## config.mk

```make
export PLATFORM = sky130hd
export DESIGN_NAME = periph_bus_initiator
export DESIGN_NICKNAME = d
export VERILOG_FILES = /design/src/rtl/periph_bus_initiator.sv
export SDC_FILE = /design/constraint.sdc
export NUM_CORES = 1
export LEC_CHECK = 0
export CAP_MARGIN = 5
export CORE_MARGIN = 3
export CORE_UTILIZATION = 35
export DETAILED_ROUTE_END_ITERATION = 10
export GPL_ROUTABILITY_DRIVEN = 0
export PLACE_DENSITY_LB_ADDON = 0.12
export SLEW_MARGIN = 20
export SYNTH_ARGS = -nofsm -noshare
export SYNTH_HDL_FRONTEND = slang
export SYNTH_SLANG_ARGS = --single-unit
```

## constraint.sdc

```tcl
create_clock -name clk_i -period 3.2 [get_ports clk_i]
set_clock_uncertainty 0.1 [all_clocks]
set_input_delay 0.48 -clock clk_i [delete_from_list [all_inputs] [get_ports clk_i]]
set_output_delay 0.48 -clock clk_i [all_outputs]
set_load 0.05 [all_outputs]
```

## src/rtl/periph_bus_initiator.sv

```systemverilog
// periph_bus_initiator
//   Single-outstanding master on the cluster peripheral bus. Accepts one
//   command from a local engine and issues it as one bus read or write. It
//   then returns the bus response, or a timeout response if none arrives.
//   Responses with a foreign ID, and responses that arrive outside the
//   response window, are ignored and flagged on stray_rsp_o.
// Ports:
//   clk_i, rst_ni               clock, async active-low reset
//   cmd_*                       command channel (valid/ready)
//   rsp_*                       response channel (valid/ready), err/timeout flags
//   busy_o                      transaction in flight
//   stray_rsp_o                 one-cycle pulse, registered, for an ignored response
//   per_*                       peripheral bus master-side signals
module periph_bus_initiator #(
  parameter int PER_ID_WIDTH   = 5,
  parameter int MASTER_ID      = 0,
  parameter int TIMEOUT_CYCLES = 256
) (
  input  logic                    clk_i,
  input  logic                    rst_ni,
  input  logic                    cmd_valid_i,
  output logic                    cmd_ready_o,
  input  logic                    cmd_wen_i,
  input  logic [31:0]             cmd_add_i,
  input  logic [31:0]             cmd_wdata_i,
  input  logic [3:0]              cmd_be_i,
  output logic                    rsp_valid_o,
  input  logic                    rsp_ready_i,
  output logic [31:0]             rsp_rdata_o,
  output logic                    rsp_err_o,
  output logic                    rsp_timeout_o,
  output logic                    busy_o,
  output logic                    stray_rsp_o,
  output logic                    per_req_o,
  output logic [31:0]             per_add_o,
  output logic                    per_wen_o,
  output logic [31:0]             per_wdata_o,
  output logic [3:0]              per_be_o,
  output logic [PER_ID_WIDTH-1:0] per_id_o,
  input  logic                    per_gnt_i,
  input  logic                    per_r_valid_i,
  input  logic [PER_ID_WIDTH-1:0] per_r_id_i,
  input  logic [31:0]             per_r_rdata_i,
  input  logic                    per_r_opc_i
);

  localparam int CW = (TIMEOUT_CYCLES > 0) ? $clog2(TIMEOUT_CYCLES + 1) : 1;
  localparam logic [CW-1:0] CNT_LAST = CW'((TIMEOUT_CYCLES > 0) ? TIMEOUT_CYCLES - 1 : 0);
  localparam logic [PER_ID_WIDTH-1:0] MID = PER_ID_WIDTH'(MASTER_ID);
  localparam bit TO_EN = (TIMEOUT_CYCLES != 0);

  typedef enum logic [1:0] {IDLE, REQ, WAIT_RSP, RESP} state_e;

  state_e            state, state_nxt;
  logic              wen_q;
  logic [31:0]       add_q, wdata_q;
  logic [3:0]        be_q;
  logic [CW-1:0]     cnt;
  logic [31:0]       rdata_q;
  logic              err_q, to_q, stray_q;
  logic              rsp_hit, to_hit;

  assign rsp_hit = per_r_valid_i && (per_r_id_i == MID);
  assign to_hit  = TO_EN && (cnt == CNT_LAST);

  // state register
  always_ff @(posedge clk_i or negedge rst_ni) begin
    if (!rst_ni) state <= IDLE;
    else         state <= state_nxt;
  end

  // next-state logic; a matching response beats a same-cycle timeout
  always_comb begin
    state_nxt = state;
    unique case (state)
      IDLE:     if (cmd_valid_i)       state_nxt = REQ;
      REQ:      if (per_gnt_i)         state_nxt = WAIT_RSP;
      WAIT_RSP: if (rsp_hit || to_hit) state_nxt = RESP;
      RESP:     if (rsp_ready_i)       state_nxt = IDLE;
      default:                         state_nxt = IDLE;
    endcase
  end

  // command latch, watchdog counter, response capture
  always_ff @(posedge clk_i or negedge rst_ni) begin
    if (!rst_ni) begin
      wen_q   <= 1'b0;
      add_q   <= '0;
      wdata_q <= '0;
      be_q    <= '0;
      cnt     <= '0;
      rdata_q <= '0;
      err_q   <= 1'b0;
      to_q    <= 1'b0;
      stray_q <= 1'b0;
    end else begin
      // any beat outside the response window, or with a foreign ID, is stray
      stray_q <= per_r_valid_i && ((state != WAIT_RSP) || (per_r_id_i != MID));
      unique case (state)
        IDLE: if (cmd_valid_i) begin
          wen_q   <= cmd_wen_i;
          add_q   <= cmd_add_i;
          wdata_q <= cmd_wdata_i;
          be_q    <= cmd_be_i;
        end
        REQ: if (per_gnt_i) cnt <= '0;
        WAIT_RSP: begin
          if (rsp_hit) begin
            rdata_q <= wen_q ? per_r_rdata_i : 32'h0;
            err_q   <= per_r_opc_i;
            to_q    <= 1'b0;
          end else if (to_hit) begin
            rdata_q <= 32'h0;
            err_q   <= 1'b1;
            to_q    <= 1'b1;
          end else if (cnt != '1) begin
            // saturate so a disabled watchdog never wraps
            cnt <= cnt + CW'(1);
          end
        end
        default: ;
      endcase
    end
  end

  // outputs; bus fields are zero outside REQ so the bus sees a clean idle
  always_comb begin
    cmd_ready_o   = (state == IDLE);
    busy_o        = (state != IDLE);
    per_req_o     = (state == REQ);
    rsp_valid_o   = (state == RESP);
    per_add_o     = per_req_o ? add_q   : '0;
    per_wen_o     = per_req_o ? wen_q   : 1'b0;
    per_wdata_o   = per_req_o ? wdata_q : '0;
    per_be_o      = per_req_o ? be_q    : '0;
    per_id_o      = per_req_o ? MID     : '0;
    rsp_rdata_o   = rdata_q;
    rsp_err_o     = err_q;
    rsp_timeout_o = to_q;
    stray_rsp_o   = stray_q;
  end

endmodule

```

# Word level (Yosys, flattened, before mapping)
# Index checks and enable logic that the tools add are counted.
totals:
  register_bits: 115
  input_bits: 113
  out_inout_bits: 113
  elab_cells: 58
classes:
  n_addsub: 1
  n_eq_ne: 13
  muxes: 20
  reduce_logical: 14
ops:
  columns: ["operator", "n"]
  rows:
  - ["32-bit two-way mux", 5]
  - ["9-bit two-way mux", 4]
  - ["9-bit case mux with 2 select lines", 1]
  - ["2-bit inequality test, second input constant", 6]
  - ["9-bit by 1-bit adder with 9-bit output, second input constant", 1]
  - ["9-bit by 8-bit equality test with 1-bit output, second input constant", 1]
  - ["9-bit inequality test, second input constant", 1]
  - ["2-bit two-way mux", 4]
  - ["2-bit case mux with 4 select lines", 1]
  - ["2-bit nonzero test", 3]
  - ["5-bit zero test", 1]
  - ["5-bit AND reduction", 1]
  - ["5-bit nonzero test", 1]
  - ["2-bit equality test, second input constant", 2]
  - ["1-bit two-way mux", 4]
  - ["4-bit two-way mux", 1]
  - ["2-bit by 1-bit inequality test with 1-bit output, second input constant", 2]
  - ["2-bit AND reduction", 2]
  - ["4-bit AND reduction", 1]
  - ["2-bit by 1-bit equality test with 1-bit output, second input constant", 1]
  - ["1-bit logical AND", 2]
  - ["2-bit zero test", 1]
  - ["1-bit logical OR", 2]

# Longest topological paths before layout
logic_depth:
  ltp_word: 5
  depth_mapped: 10
  mapped_depth_nobuf: 9

# Least setup slack after synthesis
# Ideal clock, no wire load.
synth_path:
  kind: "register -> output"
  start: "register state[1]"
  end: "output per_add_o[31]"
  arrival_time_ps: 1982
  slack_ps: 638
  stages_incl_launch_ff: 6
  n_path_buf: 2
  cell_sequence: "dfrtp_1 > inv_1 > ha_1 > clkbuf_1 > clkbuf_1 > and2_1"
synth_via:
  elab_chain_len: 2
synth_rtl:
  columns: ["element", "line_no", "source"]
  rows:
  - ["from (decl)", "54", "state_e state, state_nxt;"]
  - ["from (signal assigned)", "69", "else state <= state_nxt;"]
  - ["2-bit by 1-bit equality test with 1-bit output", "130", "per_req_o = (state == REQ);"]
  - ["named net per_req_o", "34", "output logic per_req_o,"]
  - ["32-bit two-way mux", "132", "per_add_o = per_req_o ? add_q : '0;"]
  - ["to (decl)", "35", "output logic [31:0] per_add_o,"]
# The timed path passes the listed nets, and every way through them passes these cells.

# Worst setup path in the final report
layout_path:
  start: "register cnt[0]"
  end: "register err_q (netlist: rsp_err_o)"
layout_via:
  elab_chain_len: 3
layout_rtl:
  columns: ["element", "line_no", "source"]
  rows:
  - ["from (decl)", "58", "logic [CW-1:0] cnt;"]
  - ["from (signal assigned)", "118", "cnt <= cnt + CW'(1);"]
  - ["9-bit by 8-bit equality test with 1-bit output", "64", "assign to_hit = TO_EN && (cnt == CNT_LAST);"]
  - ["2-bit nonzero test (no line)", null, null]
  - ["2-bit AND reduction (no line)", null, null]
  - ["to (signal assigned)", "110", "err_q <= per_r_opc_i;"]
  - ["to (decl)", "60", "logic err_q, to_q, stray_q;"]
# Every way passes these cells.
# A chain may end at the register's enable or synchronous reset.

==> run metrics <==
R2R depth=8; top_reg_cell synth=dfrtp_1; post_cts resized=0; sequential share of the synthesized area=53.1%; Internal=0.00511 W; Slew @ Worst Pin=726 ps; grt ovf=0; initial antenna violation count=0; reg2reg setup slack=480 ps; Tmin final=2720 ps; critical-path maximum fanout=33; Flop pwr share=27.1%; commonest non-fill, non-tap cell in the layout=clkdlybuf4s50_1; port bufs=220; Fillers=1287; Slew HR=51.6%; Crit path required time=3450 ps; Critical Path End Type=flip-flop; switching pwr=0.00397 W; Core ar.=14900 um2; final setup violation count=0; combinational group share of total power=53.0%; Static Leak=3.70 nW; routed len/inst=16.4 um; fin. max-slew vios=0; Hold-fix buffers, CTS=0; Setup crit start kind=flip-flop; outcome=completed; Fin. Hold Viols=0; CP max stage delay=570 ps; largest net degree at the start of global routing=72; Total GRT Usage=16.5%; share of cells above drive strength 1=30.5%; most frequent cells in the layout=clkdlybuf4s50_1 (150), dfrtp_1 (115), buf_4 (75), and2_1 (70), mux2_2 (69); DR pass1 iterations=6; drt total wl=14300 um; H-tree levels=4; WP data arrival=2970 ps; Die Wd=130 um; Sw Ratio=43.8%; PwrDens=1110 nW/um2; Async SR Flop Fraction=100%; Top delay family on crit path=simple AND/OR/NAND/NOR gates; Final period util=85.1%; Synth Register Bits=115; Post-synth EDFFs=0; CP bufs+invs=0; R2R Path Start=cnt[0]$_DFFE_PN0P_; Post-CTS Setup Bufs=0; antenna-violating nets left=0; VDD IR-drop max=0.000601 V; CTS Sinks=115; Max Cap Viol=0; synth unique cells=36; RSZ-0062 raised after global routing=no; clock transition at the registers of the reported paths=50 ps; TritonCTS clock tree=built; first-pass GRT wire length=21900 um; YS warnings=0; most frequent CP cell=and3_1; fmax=367 MHz; Final nets=797; Die Ht=130 um; Clock Power Share=19.8%; CTS buffer count=17; Worst Setup EP=rsp_err_o$_DFFE_PN0P_; Initial Utilization=36.5%; kind of critical path=reg -> reg; CP Launch Point=cnt[0]$_DFFE_PN0P_; synthesized area per cell=11.8 um2; worst skew pair latency=400 ps; vias in the first global route=4337; ANT cells=0; synthesis-to-finish area growth=50.5%; CTS root buf=clkbuf_16; drc violations=0; die area=17000 um2; Iter 0 DRT Violations=231; reg2reg end=rsp_err_o$_DFFE_PN0P_; std cell rows=44; maximum clock insertion buffer count=2; dpl cell area=7600 um2; slowest cell on the critical path=and2_4; Stages on worst setup path=8; Mapped Cells=460; Syn Std Cell Area=5420 um2; final design area excluding fillers=8160 um2; Hold Crit Class=in -> async; DR vias=4226; post-DR vias/cell=4.85; post-DP HPWL=10200 um; # IOs=226; Setup Total Neg Slack=0 ps; cell chain of the critical path=ha_1, and3_1, and3_1, and3_1, ha_1, a31o_1, and2_4, o22a_1
## sequential cells by signal (all words and copies together), names as in the netlist
signal         flops
wen_q              1
rsp_rdata_o       32
add_q             32
be_q               4
state              2
stray_rsp_o        1
wdata_q           32
rsp_timeout_o      1
cnt                9
rsp_err_o          1
## worst reg2reg max path: stages (launching register included)
cell     delay [ps]
dfrtp_1         390
ha_1            230
and3_1          230
and3_1          190
and3_1          210
ha_1            210
a31o_1          320
and2_4          570
o22a_1          210
## cell type report
cell class                 instances  area [um2]  share of cell area [%]
multi-input combinational        273        2190                    26.9
tap                              184         230                    2.82
clock buffer                      26         489                    5.99
clock inverter                     5        75.1                   0.920
inverter                          40         150                    1.84
timing repair buffer             229        2140                    26.3
sequential                       115        2880                    35.3
## kinds of logic (layout without fill, tap and decap cells)
logic type,after synthesis,in the layout,share of synthesized area (%)
multiplexers,72,72,14.9
AO/OA/AOI/OAI,61,61,8.88
AND/OR/NAND/NOR,127,127,14.4
other,1,5,0.0692
flip-flops,115,115,53.1
adder cells (fa/ha/maj),8,8,1.85
buffers and inverters,76,300,6.83
## worst min path at each step
stage / end / cells after the start
finish: rsp_rdata_o[10]$_DFFE_PN0P_ / 1
global route: rsp_rdata_o[10]$_DFFE_PN0P_ / 1
CTS: rsp_rdata_o[10]$_DFFE_PN0P_ / 1
detailed placement: cnt[7]$_DFFE_PN0P_ / 1
global placement: be_q[2]$_DFFE_PN0P_ / 1
floorplan: add_q[0]$_DFFE_PN0P_ / 0
## cells in the mapped netlist (5+ instances only)
| cell type | instances | area share, % |
|---|---|---|
| dfrtp_1 | 115 | 53 |
| and2_1 | 70 | 8.1 |
| mux2_2 | 69 | 14 |
| inv_1 | 40 | 2.8 |
| nand4_1 | 33 | 3.8 |
| o21ai_2 | 31 | 5.0 |
| clkbuf_1 | 15 | 1.0 |
| buf_2 | 11 | 1.0 |
| a31oi_1 | 10 | 1.2 |
| ha_1 | 8 | 1.8 |
| nand2_1 | 8 | 0.55 |
| and3_1 | 7 | 0.81 |
| buf_4 | 6 | 0.83 |
| o31ai_1 | 5 | 0.69 |
## power groups by stage
stage / sequential (W) / clock, W / combinational [W]
after global routing: 0.00255 / 0.00193 / 0.00509
after floorplan: 0.00302 / 0 / 0.00276
after CTS: 0.00247 / 0.00185 / 0.00486
final: 0.00246 / 0.00180 / 0.00481
after detailed placement: 0.00248 / 0 / 0.00485
after global placement: 0.00245 / 0 / 0.00479
## metrics by stage
step                      worst slack (ps)  hold WS [ps]  utilization [%]  power [W]  instances
after CTS                              487          51.4             54.9    0.00918        872
after detailed placement               525           384             51.1    0.00734        841
after floorplan                        638          84.4                -    0.00578        464
after global routing                   296          77.3             54.9    0.00956        872
after global placement                 655           378             51.1    0.00724        841
final                                  478          22.7             54.9    0.00908        872
## per-layer routing
metal | share of wire [%] | track usage [%]
met5 | 0 | 0
met4 | 0.97 | 5.44
met3 | 8.6 | 5.73
met2 | 50 | 27.7
met1 | 40 | 20.0
Power figures use the tool's default switching activity.
